File: config.mk
export PLATFORM = sky130hd
export DESIGN_NAME = product_accumulator
export DESIGN_NICKNAME = d
export VERILOG_FILES = /design/src/rtl/product_accumulator.sv
export SDC_FILE = /design/constraint.sdc
export NUM_CORES = 1
export LEC_CHECK = 0
export ABC_CLOCK_PERIOD_IN_PS = 2700
export CELL_PAD_IN_SITES_DETAIL_PLACEMENT = 0
export CELL_PAD_IN_SITES_GLOBAL_PLACEMENT = 1
export CORE_MARGIN = 2
export CORE_UTILIZATION = 34
export CTS_CLUSTER_DIAMETER = 30
export DETAILED_ROUTE_END_ITERATION = 16
export PLACE_DENSITY = 0.78
export SLEW_MARGIN = 20
export SYNTH_ARGS = -nofsm -noshare
export SYNTH_HDL_FRONTEND = slang
export SYNTH_SLANG_ARGS = --single-unit
File: constraint.sdc
create_clock -name clk -period 2.7 [get_ports clk]
set_clock_uncertainty 0.15 [all_clocks]
set_input_delay 0.27 -clock clk [delete_from_list [all_inputs] [get_ports clk]]
set_output_delay 0.27 -clock clk [all_outputs]
set_load 0.1 [all_outputs]
File: src/rtl/product_accumulator.sv
// Frame accumulator for the 26-bit signed Booth product stream: sums products
// until LAST or MAX_TERMS, then holds the result. Optional macro: ACC_SATURATE_EN.
module product_accumulator #(
    parameter int ACC_WIDTH = 32,
    parameter int MAX_TERMS = 256,
    parameter int CNT_WIDTH = $clog2(MAX_TERMS + 1)
) (
    input  logic                 clk,
    input  logic                 rst_n,
    input  logic                 prod_valid_i,
    output logic                 prod_ready_o,
    input  logic [25:0]          prod_num_i,
    input  logic                 prod_last_i,
    output logic                 acc_valid_o,
    input  logic                 acc_ready_i,
    output logic [ACC_WIDTH-1:0] acc_num_o,
    output logic [CNT_WIDTH-1:0] acc_cnt_o,
    output logic                 acc_ovf_o,
    output logic                 acc_trunc_o
);
    typedef enum logic {ACCUM, HOLD} state_t;

    localparam int MSB = ACC_WIDTH - 1;
    localparam logic [CNT_WIDTH-1:0] MAX_CNT = CNT_WIDTH'(MAX_TERMS);
    localparam logic [ACC_WIDTH-1:0] ACC_MAX = {1'b0, {(ACC_WIDTH-1){1'b1}}};
    localparam logic [ACC_WIDTH-1:0] ACC_MIN = {1'b1, {(ACC_WIDTH-1){1'b0}}};

    state_t               state_q, state_d;
    logic [ACC_WIDTH-1:0] acc_q, acc_d;
    logic [CNT_WIDTH-1:0] cnt_q, cnt_d;
    logic                 ovf_q, ovf_d;
    logic                 trunc_q, trunc_d;
    logic                 ready_q, ready_d;

    logic [ACC_WIDTH-1:0] ext, sum_raw, sum;
    logic [CNT_WIDTH-1:0] cnt_inc;
    logic                 sum_ovf, accept, at_max;

    always_comb begin
        ext     = {{(ACC_WIDTH-26){prod_num_i[25]}}, prod_num_i};
        sum_raw = acc_q + ext;
        sum_ovf = (acc_q[MSB] == ext[MSB]) && (sum_raw[MSB] != acc_q[MSB]);
`ifdef ACC_SATURATE_EN
        // Clamp toward the sign of the operands; later terms add onto the clamp.
        sum     = sum_ovf ? (acc_q[MSB] ? ACC_MIN : ACC_MAX) : sum_raw;
`else
        sum     = sum_raw;
`endif
        cnt_inc = cnt_q + 1'b1;
        at_max  = (cnt_inc == MAX_CNT);
        accept  = prod_valid_i & ready_q;
    end

    always_comb begin
        state_d = state_q;
        acc_d   = acc_q;
        cnt_d   = cnt_q;
        ovf_d   = ovf_q;
        trunc_d = trunc_q;
        case (state_q)
            ACCUM: begin
                if (accept) begin
                    acc_d = sum;
                    cnt_d = cnt_inc;
                    ovf_d = ovf_q | sum_ovf;
                    if (prod_last_i || at_max) begin
                        state_d = HOLD;
                        trunc_d = at_max & ~prod_last_i;
                    end
                end
            end
            HOLD: begin
                if (acc_ready_i) begin
                    state_d = ACCUM;
                    acc_d   = '0;
                    cnt_d   = '0;
                    ovf_d   = 1'b0;
                    trunc_d = 1'b0;
                end
            end
            default: state_d = ACCUM;
        endcase
        // Ready stays low through the handshake cycle: one bubble per frame.
        ready_d = (state_d == ACCUM);
    end

    always_ff @(posedge clk or negedge rst_n) begin
        if (!rst_n) begin
            state_q <= ACCUM;
            acc_q   <= '0;
            cnt_q   <= '0;
            ovf_q   <= 1'b0;
            trunc_q <= 1'b0;
            ready_q <= 1'b0;
        end else begin
            state_q <= state_d;
            acc_q   <= acc_d;
            cnt_q   <= cnt_d;
            ovf_q   <= ovf_d;
            trunc_q <= trunc_d;
            ready_q <= ready_d;
        end
    end

    assign prod_ready_o = ready_q;
    assign acc_valid_o  = (state_q == HOLD);
    assign acc_num_o    = acc_q;
    assign acc_cnt_o    = cnt_q;
    assign acc_ovf_o    = ovf_q;
    assign acc_trunc_o  = trunc_q;
endmodule
* Yosys cells after proc, flatten, opt, wreduce, memory -nomap -nowiden
Index checks and enable logic that the tools add are counted.
** Cells by class
- $lt $le $gt $ge :: 0
- Reductions and logical operators :: 4
- Multipliers :: 0
- Shift operators :: 0
- Add/sub/neg operators :: 2
- Multiplexer cells :: 16
- Divide/modulo/power cells :: 0
- Equality and inequality tests :: 6
- Bitwise gates (word level) :: 6
** Operator list (number)
- 32-bit 2-to-1 mux :: 2
- 32-bit case mux with 2 select lines :: 1
- 32-bit adder :: 1
- 9-bit 2-to-1 mux :: 2
- 9-bit case mux with 2 select lines :: 1
- 9-bit by 1-bit adder with 9-bit output (second input constant) :: 1
- 9-bit equality test (second input constant) :: 1
- 1-bit 2-to-1 mux :: 7
- 2-bit inequality test (second input constant) :: 3
- 1-bit case mux with 2 select lines :: 3
- 1-bit NOT :: 3
- 3-bit AND reduction :: 1
- 1-bit bitwise AND :: 2
- 2-bit AND reduction :: 1
- 1-bit equality test :: 1
- 1-bit logical AND :: 1
- 1-bit logical OR :: 1
- 1-bit inequality test :: 1
- 1-bit bitwise OR :: 1
** Storage, ports and cells
- Memory bits (writable) :: 0
- Output and inout port bits :: 45
- Logic and storage cells :: 40
- Flip-flop bits (word level) :: 45
- Input port bits :: 31
- Memories kept :: 0
- Bits in latches :: 0
- Bits in read-only memories :: 0

* Logic depth before layout (Yosys ltp)
Gate-level depths: netlist (run 1).
- Word-level depth :: 7
- Depth in mapped cells :: 11
- Gate-level depth less buffers :: 11

* Worst setup path before layout (run 1)
OpenSTA, ideal clock, no wires.
- Path type :: reg2reg
- From :: reg acc_q[0] (netlist: acc_num_o[0])
- To :: reg acc_q[24] (netlist: acc_num_o[24])
- Path slack :: -813 ps
- Arrival :: 3225 ps
- Library setup time :: 138 ps
- Period minus slack after synthesis :: 3513 ps
- Cell stages (with the launch flop) :: 12
- Buffers on the path :: 0
- Required time :: 2412 ps
- Cell sequence :: dfrtp_1 > ha_1 > fa_1 > a21o_2 > a211oi_2 > or4_4 > a21oi_2 > o311a_1 > or2_4 > a21oi_1 > mux2i_1 > o311ai_1
** Between the ends
- Cells in the longest elaborated chain, start to end :: 3
** Ends and longest elaborated chain
- from (decl) :: line 29 : logic [ACC_WIDTH-1:0] acc_q, acc_d;
- from (signal assigned) :: line 90 : acc_q <= '0;
- from (signal assigned) :: line 97 : acc_q <= acc_d;
- 32-bit adder :: line 41 : sum_raw = acc_q + ext;
- 32-bit 2-to-1 mux :: line 62 : if (accept) begin
- 32-bit case mux with 2 select lines :: line 60 : case (state_q)
Every way passes these cells. The select of a mux whose other input is x is not followed.
A chain may end at the register's enable or synchronous reset.

* Final worst setup path (run 1)
Same ends and word-level chain as after synthesis.

==> impl_results.md, run 1 <==
- Synthesized Nets: 488
- Share of cells above drive strength 1: 0.395
- Core area: about 10000 sq um
- First-pass detailed-route iteration total: 4
- Internal power: around 3.3 mW
- Crit end category: register
- Power share of the clock group: 0.064
- Commonest cells after routing, fill and taps aside: buf_4, nand3_1, nand2_1, o21ai_0
- First-pass GRT wire length: 17.9 mm
- Post-Synthesis Cells: around 420
- Minimum clock period: approximately 3.0 ns
- Post-synth top area cell: dfrtp_1
- Design Area, Final: ~5500 sq um
- Vias: ~3800
- Syn Area/Cell: 8.29 sq um
- Combinational fraction of design power: 0.760
- Crit share post-route: 1.10
- Initial antenna violation count: 0
- Global placement routability congestion: around 0.87
- Antenna diodes: 0
- WL final: about 11 mm
- Layout Utilization: 0.539
- Yosys warnings: 0
- Synth-to-Final Area Change: 56.6%
- # setup viols final: 9
- Number of buffers created by CTS: 5
- Most common cell after layout, fill and taps aside: buf_4
- Post-DP Area: around 5200 sq um
- Post-synthesis cell type count: 55
- Worst skew pair latency: roughly 0.30 ns
- RSZ-0062 raised after global routing: true
- Sequential share of power: 0.176
- Vias per cell: roughly 5.2
- Vias in the first global route: between 3000 and 4000
- Largest net degree at the start of global routing: 26
- Final worst slack: -0.261 ns
- Sequential fraction of the synthesis area: 0.321
- Max_cap viols: 0
- Top FF cell, synth: dfrtp_1
- Violated checks: negative setup slack
- Drt drc: 0
- EDFF count, synth: 0
- Htree depth: 2
- Clock Sinks: between 40 and 50
- Ranking of synthesized cells by area: dfrtp_1, ha_1, nand3_1
- Die ar.: between 10000 and 15000 sq um
- Post-DP HPWL: between 8 and 9 mm
- Synth Register Bits: 45
- DRT antenna net count: 0
- Yosys top cell area share: 0.321
- Leakage: approximately 2.5 nW
- CTS tree: yes
- Status: finished with violations
- Startpoint Class: register
- Top-Level Pins: 76
- Async SR Flop Fraction: 1.00
- Wire per inst: approximately 15 um
- HP Class: in -> async
- Gr usage total: 0.194
- Critical Path AT: approximately 3 ns
- CTS root buf: clkbuf_8
- Final hold viol count: 0
- Max Fanout on Critical Path: 3
- Place WS: -0.546 ns
- Critical setup path kind: reg -> reg
- Rows: 37
- Max stage delay on crit path: 0.50 ns
- Fin nets: around 650
- DRT iter0 DRCs: around 190
- Slowest-stage cell, CP: dfrtp_4
- Worst-path cell chain: ha_4 -> fa_2 -> a21o_2 -> a211oi_2 -> or4_4 -> a21oi_4 -> o311a_1 -> or2_4 -> a21oi_2 -> mux2i_1 -> o311ai_1
- Congestion Overflow GR: 0
- Power density over the cells: 1330 nW/um^2
- Net Switching: 4.03 mW
- Worst VDD drop: between 0.0007 and 0.0008 V
- Worst endpoint required time: 2.73 ns
- Die height: about 110 um
- Die W: around 110 um
- Slew of the pin with the lowest slew margin: about 0.65 ns
- Clk slew on worst S/H paths: approximately 0.1 ns
- Cell area after synthesis: between 3000 and 4000 sq um
- CTS max path bufs: 2
- Slew Limit Fails: 0
- Max transition margin: 0.570
- Number of I/O port buffers: 75
- Starting Density: 0.344
- Switching portion of total power: 0.551
- Fmax: roughly 0.34 GHz
## Yosys cell counts (all sizes together), types with 2 or more instances
cell     number
o21ai        46
dfrtp        45
nand3        40
a21oi        36
nand2        35
ha           33
nor2         29
clkbuf       17
inv          17
and3         16
xnor2        13
xor2         10
a21o          9
o31ai         8
a31oi         6
nand4         6
a211oi        5
nor3          4
or3           4
a21boi        3
and4          3
mux2i         3
nor2b         3
o21bai        3
o311ai        3
a31o          2
and2          2
o2111ai       2
o21a          2
## sequential cells by signal (all words and copies together) (netlist names)
signal	flops
acc_trunc_o	1
acc_cnt_o	9
acc_num_o	32
acc_ovf_o	1
prod_ready_o	1
acc_valid_o	1
## repair_timing
| item | 4_1_cts | 5_1_grt |
|---|---|---|
| resized for setup | 17 | 20 |
| pin swaps | 20 | 25 |
| hold buffers | 1 | 0 |
| setup buffers | 4 | 6 |
| setup endpoints to repair | 12 | 15 |
| hold endpoints to repair | 22 | 0 |
## stage by stage
step | hold WS (ns) | power [mW] | TNS, ns | instances
global route | 0.408 | 7.77 | -2.72 | 718
CTS | 0.380 | 7.14 | -1.39 | 713
finish | 0.359 | 7.32 | -1.30 | 718
global placement | 0.160 | 6.46 | -5.19 | 700
floorplan | -0.176 | 4.91 | -1.32 | 423
detailed placement | 0.164 | 6.54 | -5.74 | 700
## area by class of cell
type                       count  area, sq um
fill                         944         4700
multi-input combinational    344         2600
timing repair buffer         168         1350
sequential                    45         1210
tap                          136          170
clock buffer                   7         86.3
inverter                      17         63.8
clock inverter                 1         7.51
## worst paths after layout
| path | from | end | slack (ns) | cells after the start |
|---|---|---|---|---|
| setup reg to reg | acc_num_o[0] | acc_num_o[24] | -0.26 | 11 |
| hold reg to reg | acc_num_o[21] | acc_num_o[21] | 0.38 | 2 |
| min in group clk | acc_num_o[21] | acc_num_o[21] | 0.38 | 2 |
| hold / removal | rst_n | acc_trunc_o | 0.36 | 2 |
| setup / recovery | acc_num_o[0] | acc_num_o[24] | -0.26 | 11 |
| max in group asynchronous | rst_n | acc_num_o[6] | 1.45 | 3 |
## metal layers
| layer | share of wire | up-vias | GRT usage |
|---|---|---|---|
| met5 | 0 | - | 0 |
| met4 | 0.012 | 0 | 0.0479 |
| met3 | 0.037 | 12 | 0.0272 |
| met2 | 0.47 | 86 | 0.318 |
| met1 | 0.48 | 1797 | 0.270 |
| li1 | - | 1874 | - |
## worst max-delay path: cells and delay by family (launching register included)
family          cells  cell delay, ns
compound gates      6            1.05
fa+ha+maj           2            0.50
flops               1            0.50
mux                 1            0.20
simple gates        2            0.44
## power by group through the flow
stage,Combinational [mW],Sequential (mW),Clock [mW]
global route,5.93,1.34,0.502
CTS,5.37,1.29,0.479
detailed placement,5.24,1.30,0
finish,5.56,1.29,0.467
floorplan,1.84,3.07,0
global placement,5.17,1.29,0
## cell families (layout without fill, tap and decap cells)
group,count (synthesis),count (layout),share of synthesized area
compound gates,135,135,0.242
flops,45,45,0.321
buf+inv,34,193,0.0364
xor+xnor,23,23,0.0575
simple gates,149,149,0.211
fa+ha+maj,34,34,0.124
mux,3,3,0.00857
Power figures use the tool's default switching activity.
==> run 2: changes to the inputs <==
Settings changed: SETUP_SLACK_MARGIN set to 0.02.
==> run 2 against run 1 <==
  * Highest routed layer unchanged
  * Power is 1.6% lower
  * Sequential share of layout area is 0.31 points higher
  * First-iteration DRC count is 11% lower
  * Final area is 1.4% lower
  * The flow still finishes with violations (negative setup slack)
  * Largest power group unchanged
  * Non-clock buffer count is 1 lower
  * Count of clock-buffer cells in the layout stayed put
  * Register-to-register slack hardly changed
  * Die area stayed put
==> impl_results.md, run 2 (synthesis gave the netlist of run 1 again) <==
- Max transition margin: 0.569
- Global placement routability congestion: roughly 0.87
- Critical setup path kind: reg -> reg
- Number of buffers created by CTS: 5
- Critical Path AT: ~3 ns
- Hold_ws: 0.363 ns
- HP Class: in -> async
- Starting Density: 0.344
- Clock Sinks: between 40 and 50
- First-pass GRT wire length: 17.9 mm
- CTS tree: yes
- Largest net degree at the start of global routing: 26
- Worst VDD drop: approximately 0.00077 V
- Layout Cells excl Fill: 717
- Antenna diodes: 0
- CTS root buf: clkbuf_8
- Leakage: 2.46 nW
- Slew Limit Fails: 0
- Congestion Overflow GR: 0
- DRT antenna net count: 0
- Share of cells above drive strength 1: 0.384
- Placed instance count: 700
- Core area: ~10000 sq um
- Fin nets: between 600 and 700
- Status: finished with violations
- Die ar.: between 10000 and 15000 sq um
- CTS max path bufs: 2
- Most common cell after layout, fill and taps aside: buf_4
- Top-Level Pins: 76
- Synth-to-Final Area Change: 54.4%
- Layout Utilization: 0.531
- Number of I/O port buffers: 75
- First-pass detailed-route iteration total: 4
- Layout fillers: between 900 and 1000
- Die W: between 100 and 150 um
- Worst skew pair latency: 0.30 ns
- Initial antenna violation count: 0
- Vias in the first global route: roughly 3800
- Final worst slack: -0.274 ns
- Final hold viol count: 0
- Htree depth: 2
- Wire per inst: around 15 um
- Commonest cells after routing, fill and taps aside: buf_4, nand3_1, nand2_1, o21ai_0
- Rows: 37
- Slew of the pin with the lowest slew margin: about 0.65 ns
- Max reg flops: 32
- Minimum clock period: between 2 and 3 ns
- Clk slew on worst S/H paths: approximately 0.10 ns
- Max_cap viols: 0
- Vias per cell: between 5 and 6
- Violated checks: negative setup slack
- Gr usage total: 0.194
- DRT iter0 DRCs: around 170
- Fmax: approximately 0.34 GHz
- RSZ-0062 raised after global routing: true
- Vias: 3754
- Post-DP HPWL: 8.13 mm
- Die height: roughly 110 um
- Worst endpoint required time: 2.73 ns
- Max Fanout on Critical Path: 3
- Power density over the cells: 1330 nW/um^2
- Drt drc: 0
- Crit end category: register
- Startpoint Class: register
- Power Total: slightly above 7 mW
- # setup viols final: 9
- Crit share post-route: 1.10
- WL final: about 11 mm
-- run 2: metrics by stage --
step,setup slack [ns],TNS (ns),cell area (sq um)
CTS,-0.280,-1.37,5370
global placement,-0.500,-5.19,5150
detailed placement,-0.546,-5.74,5150
floorplan,-0.313,-1.32,3770
finish,-0.274,-1.22,5410
global route,-0.391,-3.17,5410
-- run 2: cell type report --
class	count	area [sq um]	share of cell area
Multi-Input combinational cell	344	2530	0.468
Timing Repair Buffer	167	1340	0.247
Sequential cell	45	1210	0.224
Tap cell	136	170	0.0314
Clock buffer	7	86.3	0.0160
Inverter	17	63.8	0.0118
Clock inverter	1	7.51	0.00139
-- run 2: routing by layer --
metal / global-route usage / share of wire / up-vias
li1: - / - / 1875
met1: 0.271 / 0.48 / 1782
met2: 0.319 / 0.47 / 86
met3: 0.0272 / 0.045 / 11
met4: 0.0432 / 0.0088 / 0
met5: 0 / 0 / -
-- run 2: path summary, 6_finish.rpt --
kind / depth (start not counted) / endpoint / from / slack, ns
setup / recovery: 11 / acc_num_o[24] / acc_num_o[0] / -0.27
hold / removal: 2 / acc_trunc_o / rst_n / 0.36
setup reg to reg: 11 / acc_num_o[24] / acc_num_o[0] / -0.27
hold reg to reg: 2 / acc_num_o[21] / acc_num_o[21] / 0.38
max in group asynchronous: 3 / acc_num_o[6] / rst_n / 1.45
min in group clk: 2 / acc_num_o[21] / acc_num_o[21] / 0.38
-- run 2: where the power goes --
| group | internal, mW | total, mW | switching (mW) | leakage (nW) |
|---|---|---|---|---|
| logic | 2.00 | 5.45 | 3.45 | 1.88 |
| registers | 1.02 | 1.29 | 0.270 | 0.532 |
| clock network | 0.209 | 0.466 | 0.257 | 0.0445 |
| total | 3.23 | 7.20 | 3.98 | 2.46 |
-- run 2: critical path, stage by stage (launching register included) --
cell and delay (ns):
dfrtp_4 0.50, ha_4 0.17, fa_2 0.34, a21o_2 0.21, a211oi_2 0.22, or4_4 0.18
a21oi_4 0.05, o311a_1 0.32, or2_4 0.26, a21oi_2 0.13, mux2i_1 0.21, o311ai_1 0.12
-- run 2: what timing repair did --
item / in CTS / in global routing
buffers inserted: 6 / 2
setup endpoints to repair: 12 / 15
hold buffers: 1 / 0
pin swaps: 20 / 11
gates resized for setup: 18 / 7
hold endpoints to repair: 22 / 0
